`config.mk`:
```
export PLATFORM = sky130hd
export DESIGN_NAME = layer2_pool_writer
export DESIGN_NICKNAME = d
export VERILOG_FILES = /design/src/rtl/layer2_pool_writer.sv
export SDC_FILE = /design/constraint.sdc
export NUM_CORES = 2
export LEC_CHECK = 0
export ABC_CLOCK_PERIOD_IN_PS = 6750
export CORE_MARGIN = 2
export CORE_UTILIZATION = 26
export DETAILED_ROUTE_END_ITERATION = 7
export HOLD_SLACK_MARGIN = 0.15
export PLACE_DENSITY = 0.38
export SLEW_MARGIN = 20
export SYNTH_ARGS = -nofsm -noshare
export SYNTH_HDL_FRONTEND = slang
export SYNTH_SLANG_ARGS = --single-unit
```
`constraint.sdc`:
```
create_clock -name clk -period 6.75 [get_ports clk]
set_clock_uncertainty 0.2 [all_clocks]
set_input_delay 1.6875 -clock clk [delete_from_list [all_inputs] [get_ports clk]]
set_output_delay 1.6875 -clock clk [all_outputs]
set_load 0.005 [all_outputs]
```
`src/rtl/layer2_pool_writer.sv`:
```
`default_nettype none
// ============================================================================
// Module   : layer2_pool_writer
// Brief    : Captures layer-2 conv beats (bias add, ReLU, saturate) into an
//            OH x OW plane, then 2x2 max-pools it into the feature memory.
// Revision : 1.0
// ============================================================================
module layer2_pool_writer #(
    parameter int OH       = 12,
    parameter int OW       = 12,
    parameter int ADDR_LEN = 7,
    parameter int OC       = 15,
    parameter int OUT_AW   = 10
) (
    input  logic                     clk,
    input  logic                     rst,
    input  logic                     store,
    input  logic [ADDR_LEN:0]        address,
    input  logic signed [7:0]        result,
    input  logic signed [7:0]        bias,
    input  logic [3:0]               out_c,
    input  logic                     pool,
    output logic                     pool_done,
    output logic                     wr_en,
    output logic [OUT_AW-1:0]        wr_addr,
    output logic signed [7:0]        wr_data,
    output logic                     busy,
    output logic                     err
);

    localparam int c_NPIX  = OH * OW;
    localparam int c_PH    = OH / 2;
    localparam int c_PW    = OW / 2;
    localparam int c_NWIN  = c_PH * c_PW;
    localparam int c_IDX_W = (c_NPIX > 1) ? $clog2(c_NPIX) : 1;
    localparam int c_PR_W  = (c_PH > 1) ? $clog2(c_PH) : 1;
    localparam int c_PC_W  = (c_PW > 1) ? $clog2(c_PW) : 1;

    // DRAIN covers the two-stage window pipeline so pool_done trails the last write
    localparam logic [2:0] c_IDLE  = 3'd0;
    localparam logic [2:0] c_POOL  = 3'd1;
    localparam logic [2:0] c_DRAIN = 3'd2;
    localparam logic [2:0] c_DONE  = 3'd3;
    localparam logic [2:0] c_WAIT  = 3'd4;

    logic [2:0]              r_state;
    logic [2:0]              w_next;
    logic signed [7:0]       r_buf [0:c_NPIX-1];
    logic [3:0]              r_cq;
    logic [c_PR_W-1:0]       r_pr;
    logic [c_PC_W-1:0]       r_pc;
    logic                    r_s1_valid;
    logic signed [7:0]       r_s1_q0, r_s1_q1, r_s1_q2, r_s1_q3;
    logic [OUT_AW-1:0]       r_s1_addr;
    logic                    r_wr_en;
    logic [OUT_AW-1:0]       r_wr_addr;
    logic signed [7:0]       r_wr_data;
    logic                    r_pool_done;
    logic                    r_err;

    logic [8:0]              w_sum;
    logic signed [7:0]       w_sat;
    logic                    w_idle;
    logic                    w_addr_ok;
    logic                    w_buf_we;
    logic                    w_store_err;
    logic                    w_pool_go;
    logic                    w_oc_err;
    logic                    w_last_win;
    logic                    w_busy;
    logic                    w_win_active;
    logic                    w_done_set;
    int                      w_base;
    logic [c_IDX_W-1:0]      w_i00, w_i01, w_i10, w_i11;
    logic [OUT_AW-1:0]       w_waddr;
    logic signed [7:0]       w_max;

    function automatic logic signed [7:0] smax(input logic signed [7:0] a,
                                               input logic signed [7:0] b);
        return (a > b) ? a : b;
    endfunction

    // Bias add in 9 bits, then ReLU and clamp to the positive 8-bit range
    assign w_sum = {result[7], result} + {bias[7], bias};

    always_comb begin
        w_sat = w_sum[7:0];
        if (w_sum[8]) begin
            w_sat = 8'sd0;
        end else if (w_sum[7]) begin
            w_sat = 8'sd127;
        end
    end

    assign w_idle      = (r_state == c_IDLE);
    assign w_addr_ok   = (int'(address) < c_NPIX);
    assign w_buf_we    = w_idle && store && w_addr_ok;
    assign w_store_err = store && (!w_idle || !w_addr_ok);
    assign w_pool_go   = w_idle && pool && !store;
    assign w_oc_err    = w_pool_go && (int'(out_c) >= OC);
    assign w_last_win  = (int'(r_pr) == c_PH - 1) && (int'(r_pc) == c_PW - 1);

    assign w_base  = 2 * int'(r_pr) * OW + 2 * int'(r_pc);
    assign w_i00   = c_IDX_W'(w_base);
    assign w_i01   = c_IDX_W'(w_base + 1);
    assign w_i10   = c_IDX_W'(w_base + OW);
    assign w_i11   = c_IDX_W'(w_base + OW + 1);
    assign w_waddr = OUT_AW'(int'(r_cq) * c_NWIN + int'(r_pr) * c_PW + int'(r_pc));
    assign w_max   = smax(smax(r_s1_q0, r_s1_q1), smax(r_s1_q2, r_s1_q3));

    // State register
    always_ff @(posedge clk) begin
        if (rst) begin
            r_state <= c_IDLE;
        end else begin
            r_state <= w_next;
        end
    end

    // Next-state logic
    always_comb begin
        w_next = r_state;
        case (r_state)
            c_IDLE:  if (w_pool_go) w_next = c_POOL;
            c_POOL:  if (w_last_win) w_next = c_DRAIN;
            c_DRAIN: w_next = c_DONE;
            c_DONE:  w_next = c_WAIT;
            c_WAIT:  if (!pool) w_next = c_IDLE;
            default: w_next = c_IDLE;
        endcase
    end

    // State-decoded controls
    always_comb begin
        w_busy       = 1'b1;
        w_win_active = 1'b0;
        w_done_set   = 1'b0;
        case (r_state)
            c_IDLE:  w_busy       = 1'b0;
            c_POOL:  w_win_active = 1'b1;
            c_DONE:  w_done_set   = 1'b1;
            default: ;
        endcase
    end

    always_ff @(posedge clk) begin
        if (rst) begin
            for (int i = 0; i < c_NPIX; i++) begin
                r_buf[i] <= '0;
            end
        end else if (w_buf_we) begin
            r_buf[c_IDX_W'(address)] <= w_sat;
        end
    end

    // Window walker: pc runs fastest, wrapping into pr
    always_ff @(posedge clk) begin
        if (rst) begin
            r_cq <= '0;
            r_pr <= '0;
            r_pc <= '0;
        end else if (w_pool_go) begin
            r_cq <= out_c;
            r_pr <= '0;
            r_pc <= '0;
        end else if (w_win_active) begin
            if (int'(r_pc) == c_PW - 1) begin
                r_pc <= '0;
                if (int'(r_pr) == c_PH - 1) begin
                    r_pr <= '0;
                end else begin
                    r_pr <= r_pr + 1'b1;
                end
            end else begin
                r_pc <= r_pc + 1'b1;
            end
        end
    end

    // Stage 1 reads the window, stage 2 reduces it and drives the memory port
    always_ff @(posedge clk) begin
        if (rst) begin
            r_s1_valid  <= 1'b0;
            r_s1_q0     <= '0;
            r_s1_q1     <= '0;
            r_s1_q2     <= '0;
            r_s1_q3     <= '0;
            r_s1_addr   <= '0;
            r_wr_en     <= 1'b0;
            r_wr_addr   <= '0;
            r_wr_data   <= '0;
            r_pool_done <= 1'b0;
            r_err       <= 1'b0;
        end else begin
            r_s1_valid <= w_win_active;
            if (w_win_active) begin
                r_s1_q0   <= r_buf[w_i00];
                r_s1_q1   <= r_buf[w_i01];
                r_s1_q2   <= r_buf[w_i10];
                r_s1_q3   <= r_buf[w_i11];
                r_s1_addr <= w_waddr;
            end
            r_wr_en <= r_s1_valid;
            if (r_s1_valid) begin
                r_wr_addr <= r_s1_addr;
                r_wr_data <= w_max;
            end
            r_pool_done <= w_done_set;
            if (w_store_err || w_oc_err) begin
                r_err <= 1'b1;
            end
        end
    end

    assign pool_done = r_pool_done;
    assign wr_en     = r_wr_en;
    assign wr_addr   = r_wr_addr;
    assign wr_data   = r_wr_data;
    assign busy      = w_busy;
    assign err       = r_err;

endmodule
`default_nettype wire

```
### Word level (Yosys, flattened, before mapping)

Memories as Yosys holds them, arrays and structs flattened. A register that Yosys moved wholly into a read port is not among the register bits.
Cells that the tools add are included.

| word-level totals | value |
|---|---|
| output and inout port bits | 22 |
| memories | 1 |
| RAM bits | 1008 |
| bits of input ports | 32 |
| logic and storage cells | 81 |
| register bits | 77 |

Memories:

| name | depth | width | read ports | clocked after memory_dff | wr ports | RTL line | text |
|---|---|---|---|---|---|---|---|
| r_buf | 144 | 7 | 4 | 4 | 144 | 48 | `logic signed [7:0] r_buf [0:c_NPIX-1];` |

| cells by class | value |
|---|---|
| magnitude comparators | 5 |
| equality and inequality tests | 9 |
| muxes and demuxes | 22 |
| multiply operators | 3 |
| add/subtract/negate cells | 9 |
| reduce and logical (&&, ||, !) cells | 17 |

Operator list:

| operator | number |
|---|---|
| two-way mux 8 bit | 4 |
| > comparator 8 bit | 3 |
| two-way mux 7 bit | 3 |
| adder 8 x 1 -> 8 bit (second input constant) | 2 |
| two-way mux 3 bit | 5 |
| one-hot mux 3 bit (5 select lines) | 1 |
| adder 10 x 3 -> 10 bit | 1 |
| adder 10 x 6 -> 10 bit | 1 |
| multiplier 3 x 2 -> 5 bit (second input constant) | 2 |
| adder 8 x 8 -> 9 bit | 1 |
| equality test 3 bit (second input constant) | 3 |
| two-way mux 1 bit | 9 |
| adder 8 x 4 -> 8 bit | 1 |
| adder 8 x 4 -> 8 bit (second input constant) | 1 |
| < comparator 8 bit (second input constant) | 1 |
| multiplier 4 x 4 -> 8 bit (second input constant) | 1 |
| logical AND 1 bit | 7 |
| OR reduction 7 bit | 1 |
| adder 3 x 1 -> 3 bit (second input constant) | 2 |
| equality test 3 x 2 -> 1 bit (second input constant) | 2 |
| greater-or-equal comparator 4 bit (second input constant) | 1 |
| inequality test 2 bit (second input constant) | 2 |
| equality test 3 x 1 -> 1 bit (second input constant) | 1 |
| zero test 1 bit | 3 |
| other kinds (6) | 7 |

### Longest topological paths before layout

| depth | value |
|---|---|
| depth in word-level cells | 8 |
| gate-level depth with buffers | 18 |
| gate-level depth less buffers | 17 |

### Worst setup path after synthesis

No wires, ideal clock.

| timing path | value |
|---|---|
| kind | in2reg |
| from | in result[0] |
| to | mem r_buf[144][5] (netlist bit), data pin |
| cell stages on the path | 13 |
| path buffers | 2 |
| path slack | 1.036 ns |
| data required time | 6.099 ns |
| arrival time | 5.063 ns |
| path through | ha_1 inv_1 fa_1 nor2b_1 o21ai_1 a21boi_1 o21a_1 o21ai_1 a31oi_2 o21ai_2 clkbuf_1 buf_2 inv_1 |

RTL lines:

| element | RTL line | text |
|---|---|---|
| start, declared | 19 | `input logic signed [7:0] result,` |
| end, declared | 48 |  |

### Worst setup path in the final report

| timing path | value |
|---|---|
| from | reg r_pr[1] |
| to | reg r_s1_q3[3], read port of r_buf |

| on the way | value |
|---|---|
| word-level cells in the longest chain between the ends | 4 |

Ends and longest elaborated chain:

| element | RTL line | text |
|---|---|---|
| start, declared | 50 | `logic [c_PR_W-1:0] r_pr;` |
| start signal, assigned | 172 | `r_pr <= r_pr + 1'b1;` |
| multiplier 3 x 2 -> 5 bit | 103 | `assign w_base = 2 * int'(r_pr) * OW + 2 * int'(r_pc);` |
| adder 8 x 4 -> 8 bit | 103 |  |
| adder 8 x 4 -> 8 bit | 107 | `assign w_i11 = c_IDX_W'(w_base + OW + 1);` |
| adder 8 x 1 -> 8 bit | 107 |  |
| end, declared | 53 | `logic signed [7:0] r_s1_q0, r_s1_q1, r_s1_q2, r_s1_q3;` |

No other way between the ends.
A chain may end at the register's enable or synchronous reset.

==> results.json <==
{
  "status": "completed",
  "rows": 217,
  "p_clk_share_pct": 39.1,
  "wl_met3_microns": 15900,
  "grt_pass1_wl_microns": 463000,
  "synthArstFlopShare_pct": 0,
  "ff_latch_area_sq_um": 55300,
  "grt_max_degree": 145,
  "end_kind": "flip-flop",
  "synthCells": 6604,
  "gr-usage-all-layers_pct": 18.1,
  "synth_edf_count": 1792,
  "synth_flop_cell": "edfxtp_1",
  "ys_ff_latch": 1864,
  "synthTopCellsByArea": "edfxtp_1 (59%), mux4_2 (14%), mux2i_1 (5.7%), nor2_1 (5.1%), nand2_1 (2.9%)",
  "pwr_density_cell_nw_per_um2": 280,
  "hold_violations": 0,
  "path_cells": "inv_1, ha_1, inv_1, ha_4, xnor2_2, nand2_1, o32ai_1, o21ai_0, a21oi_1, nor3_1, nor3_1, a211oi_1",
  "min_path_type": "flip-flop to flip-flop",
  "synth_xor_area_share_pct": 0.293,
  "via_per_inst": 4.89,
  "grt_pass1_vias": 59500,
  "antenna_found_initial": 28,
  "routedWlPerCell_microns": 27.0,
  "top_layer": "met5",
  "cts_tree": "yes",
  "min_period_ns": 5.34,
  "placed_cells": 11700,
  "hold_buffers": 0,
  "final_common_cell": "edfxtp_1",
  "whs_ns": 0.253,
  "crit_path_start_kind": "flip-flop",
  "wl_met2_microns": 153000,
  "sequentialPowerShare_pct": 47.9,
  "utilization_pct": 30.8,
  "grt_overflow": 0,
  "nNetsFinal": 7443,
  "switching_share_pct": 26.8,
  "cts_root_buf": "clkbuf_16",
  "post_cts_buffers": 0,
  "netlist_area_sq_um": 91400,
  "ys_seq_area_share_pct": 60.4,
  "gp_congestion": 0.818,
  "post_dp_cell_area_sq_um": 101000,
  "cp_data_arrival_time_ns": 5.90,
  "clk_pin_slew_worst_paths_ns": 0.06,
  "setup_violations": 0,
  "synth.largest_area_cell": "edfxtp_1",
  "io_pins": 54,
  "slew_viol_final": 0,
  "power_leakage_nw": 37.5,
  "vdd_drop_max_mv": 0.220,
  "vias": 59500,
  "synth_top_area_share_pct": 58.9,
  "power.total_mw": 30.2,
  "yosys.area_share.simple_pct": 10.6,
  "p_int_mw": 22.1,
  "drc": 0,
  "fill_cells": 35200,
  "numCtsBuffers": 228,
  "drtPass1Iterations": 5,
  "path_max_fanout": 15,
  "place_ws_ns": 1.24,
  "path_delay_family": "simple AND/OR/NAND/NOR gates",
  "worstSkewPairLatency_ns": 0.95,
  "drt_iter0_markers": 5172,
  "switching_power_mw": 8.07,
  "fin_area_sq_um": 108000,
  "worst_pin_slew_ns": 1.28,
  "cts_buffer_depth": 4,
  "slowest_stage": "xnor2_2",
  "synth_cell_type_count": 73,
  "dp.final_hpwl_microns": 216000,
  "die-width_microns": 597,
  "h-tree-depth": 4,
  "io_buffers": 52,
  "tns_ns": 0,
  "max_slew_margin_pct": 14.2,
  "max_stage_delay_ns": 0.86,
  "drive_above_1_share_pct": 15.0,
  "share_comb_of_total_power_pct": 12.9,
  "drt-total-wl_microns": 328000,
  "fin_cells": 12200,
  "crit_buf_inv": 2,
  "setup_slack_ns": 1.41,
  "mostFrequentLayoutCells": "edfxtp_1 (1792), nor2_1 (1225), conb_1 (785)",
  "design.core.area_sq_um": 350000,
  "crit_type": "flip-flop to flip-flop",
  "drt-met1-wl_microns": 150000,
  "die_area_sq_um": 356000,
  "start_util_pct": 26.1,
  "areaGrowthSynthToFinish_pct": 17.7,
  "synth_adder_area_share_pct": 0.731,
  "cts.sinks": 1864,
  "fmax_ghz": 0.187,
  "cp_data_required_time_ns": 7.32,
  "fin_crit_sh_pct": 79.1,
  "die_y_microns": 597,
  "maxCapViolations": 0,
  "ant_nets": 0,
  "synth_top_family_by_area": "multiplexers",
  "syn_area_per_cell_sq_um": 13.8,
  "yosys_warnings": 0,
  "synth_mux_area_share_pct": 19.3,
  "ctsResizeCount": 0,
  "synth_compound_area_share_pct": 5.48,
  "rsz0062_at_grt": "no",
  "multi_input_area_sq_um": 36500
}
[cell usage after synthesis (all sizes together), types with 72 or more instances]
master  count
mux2i     523
o21ai      98
nor2     1230
nand2     709
buf       268
a21oi      89
nand2b    158
o221ai    101
a31oi      82
clkbuf    242
mux4      549
nand3     103
edfxtp   1792
a32oi      91
dfxtp      72
[worst register-to-register path: stages, from the launching register on]
cell	delay, ns
dfxtp_1	0.42
inv_1	0.09
ha_1	0.37
inv_1	0.10
ha_4	0.39
xnor2_2	0.89
nand2_1	0.82
o32ai_1	0.53
o21ai_0	0.24
a21oi_1	0.45
nor3_1	0.22
nor3_1	0.36
a211oi_1	0.09
[flip-flops by register name, indices dropped and copies added (netlist names)]
signal / flops
r_cq: 4
r_s1_q1: 7
r_pc: 3
err: 1
r_s1_valid: 1
r_s1_q2: 7
wr_en: 1
r_buf: 1792
r_s1_q3: 7
r_s1_q0: 7
r_state: 3
r_s1_addr: 10
wr_addr: 10
r_pr: 3
pool_done: 1
wr_data: 7
[kinds of logic after synthesis]
group                    count (synthesis)
AO/OA/AOI/OAI                          689
other                                    1
flip-flops                            1864
AND/OR/NAND/NOR                       2342
XOR/XNOR                                25
buffers and inverters                  555
multiplexers                          1077
adder cells (fa/ha/maj)                 51
[area by class of cell]
cell class	instances	share of cell area, %
Inverter	45	0.164
Timing Repair Buffer	252	2.61
Clock buffer	275	5.55
Sequential cell	1864	51.4
Clock inverter	141	0.945
Multi-Input combinational cell	4969	34.0
Antenna cell	5	0.0116
Tap cell	4599	5.35
[routing by layer]
layer  track usage (%)  up-vias
met4              4.93        6
met2              29.3     1550
li1                  -    26100
met5                 0        -
met1              25.3    31400
met3              2.41      394
[worst paths after layout]
check                             startpoint            to  slack [ns]  depth (start not counted)
worst min-delay path            r_s1_addr[4]  r_s1_addr[4]        0.25                          2
worst max register to register       r_pr[1]    r_s1_q3[3]        1.41                         12
worst max-delay path                 r_pr[1]    r_s1_q3[3]        1.41                         12
worst min register to register  r_s1_addr[4]  r_s1_addr[4]        0.25                          2
[power groups by stage]
| stage | combinational, mW | sequential (mW) | clock [mW] |
|---|---|---|---|
| 3_3_place_gp | 3.94 | 14.7 | 0 |
| 3_5_place_dp | 3.96 | 14.7 | 0 |
| 2_1_floorplan | 2.54 | 14.5 | 0 |
| 4_1_cts | 3.97 | 14.5 | 12.2 |
| 5_1_grt | 4.23 | 14.6 | 12.6 |
| 6_report | 3.90 | 14.5 | 11.8 |
Power figures use the tool's default switching activity.
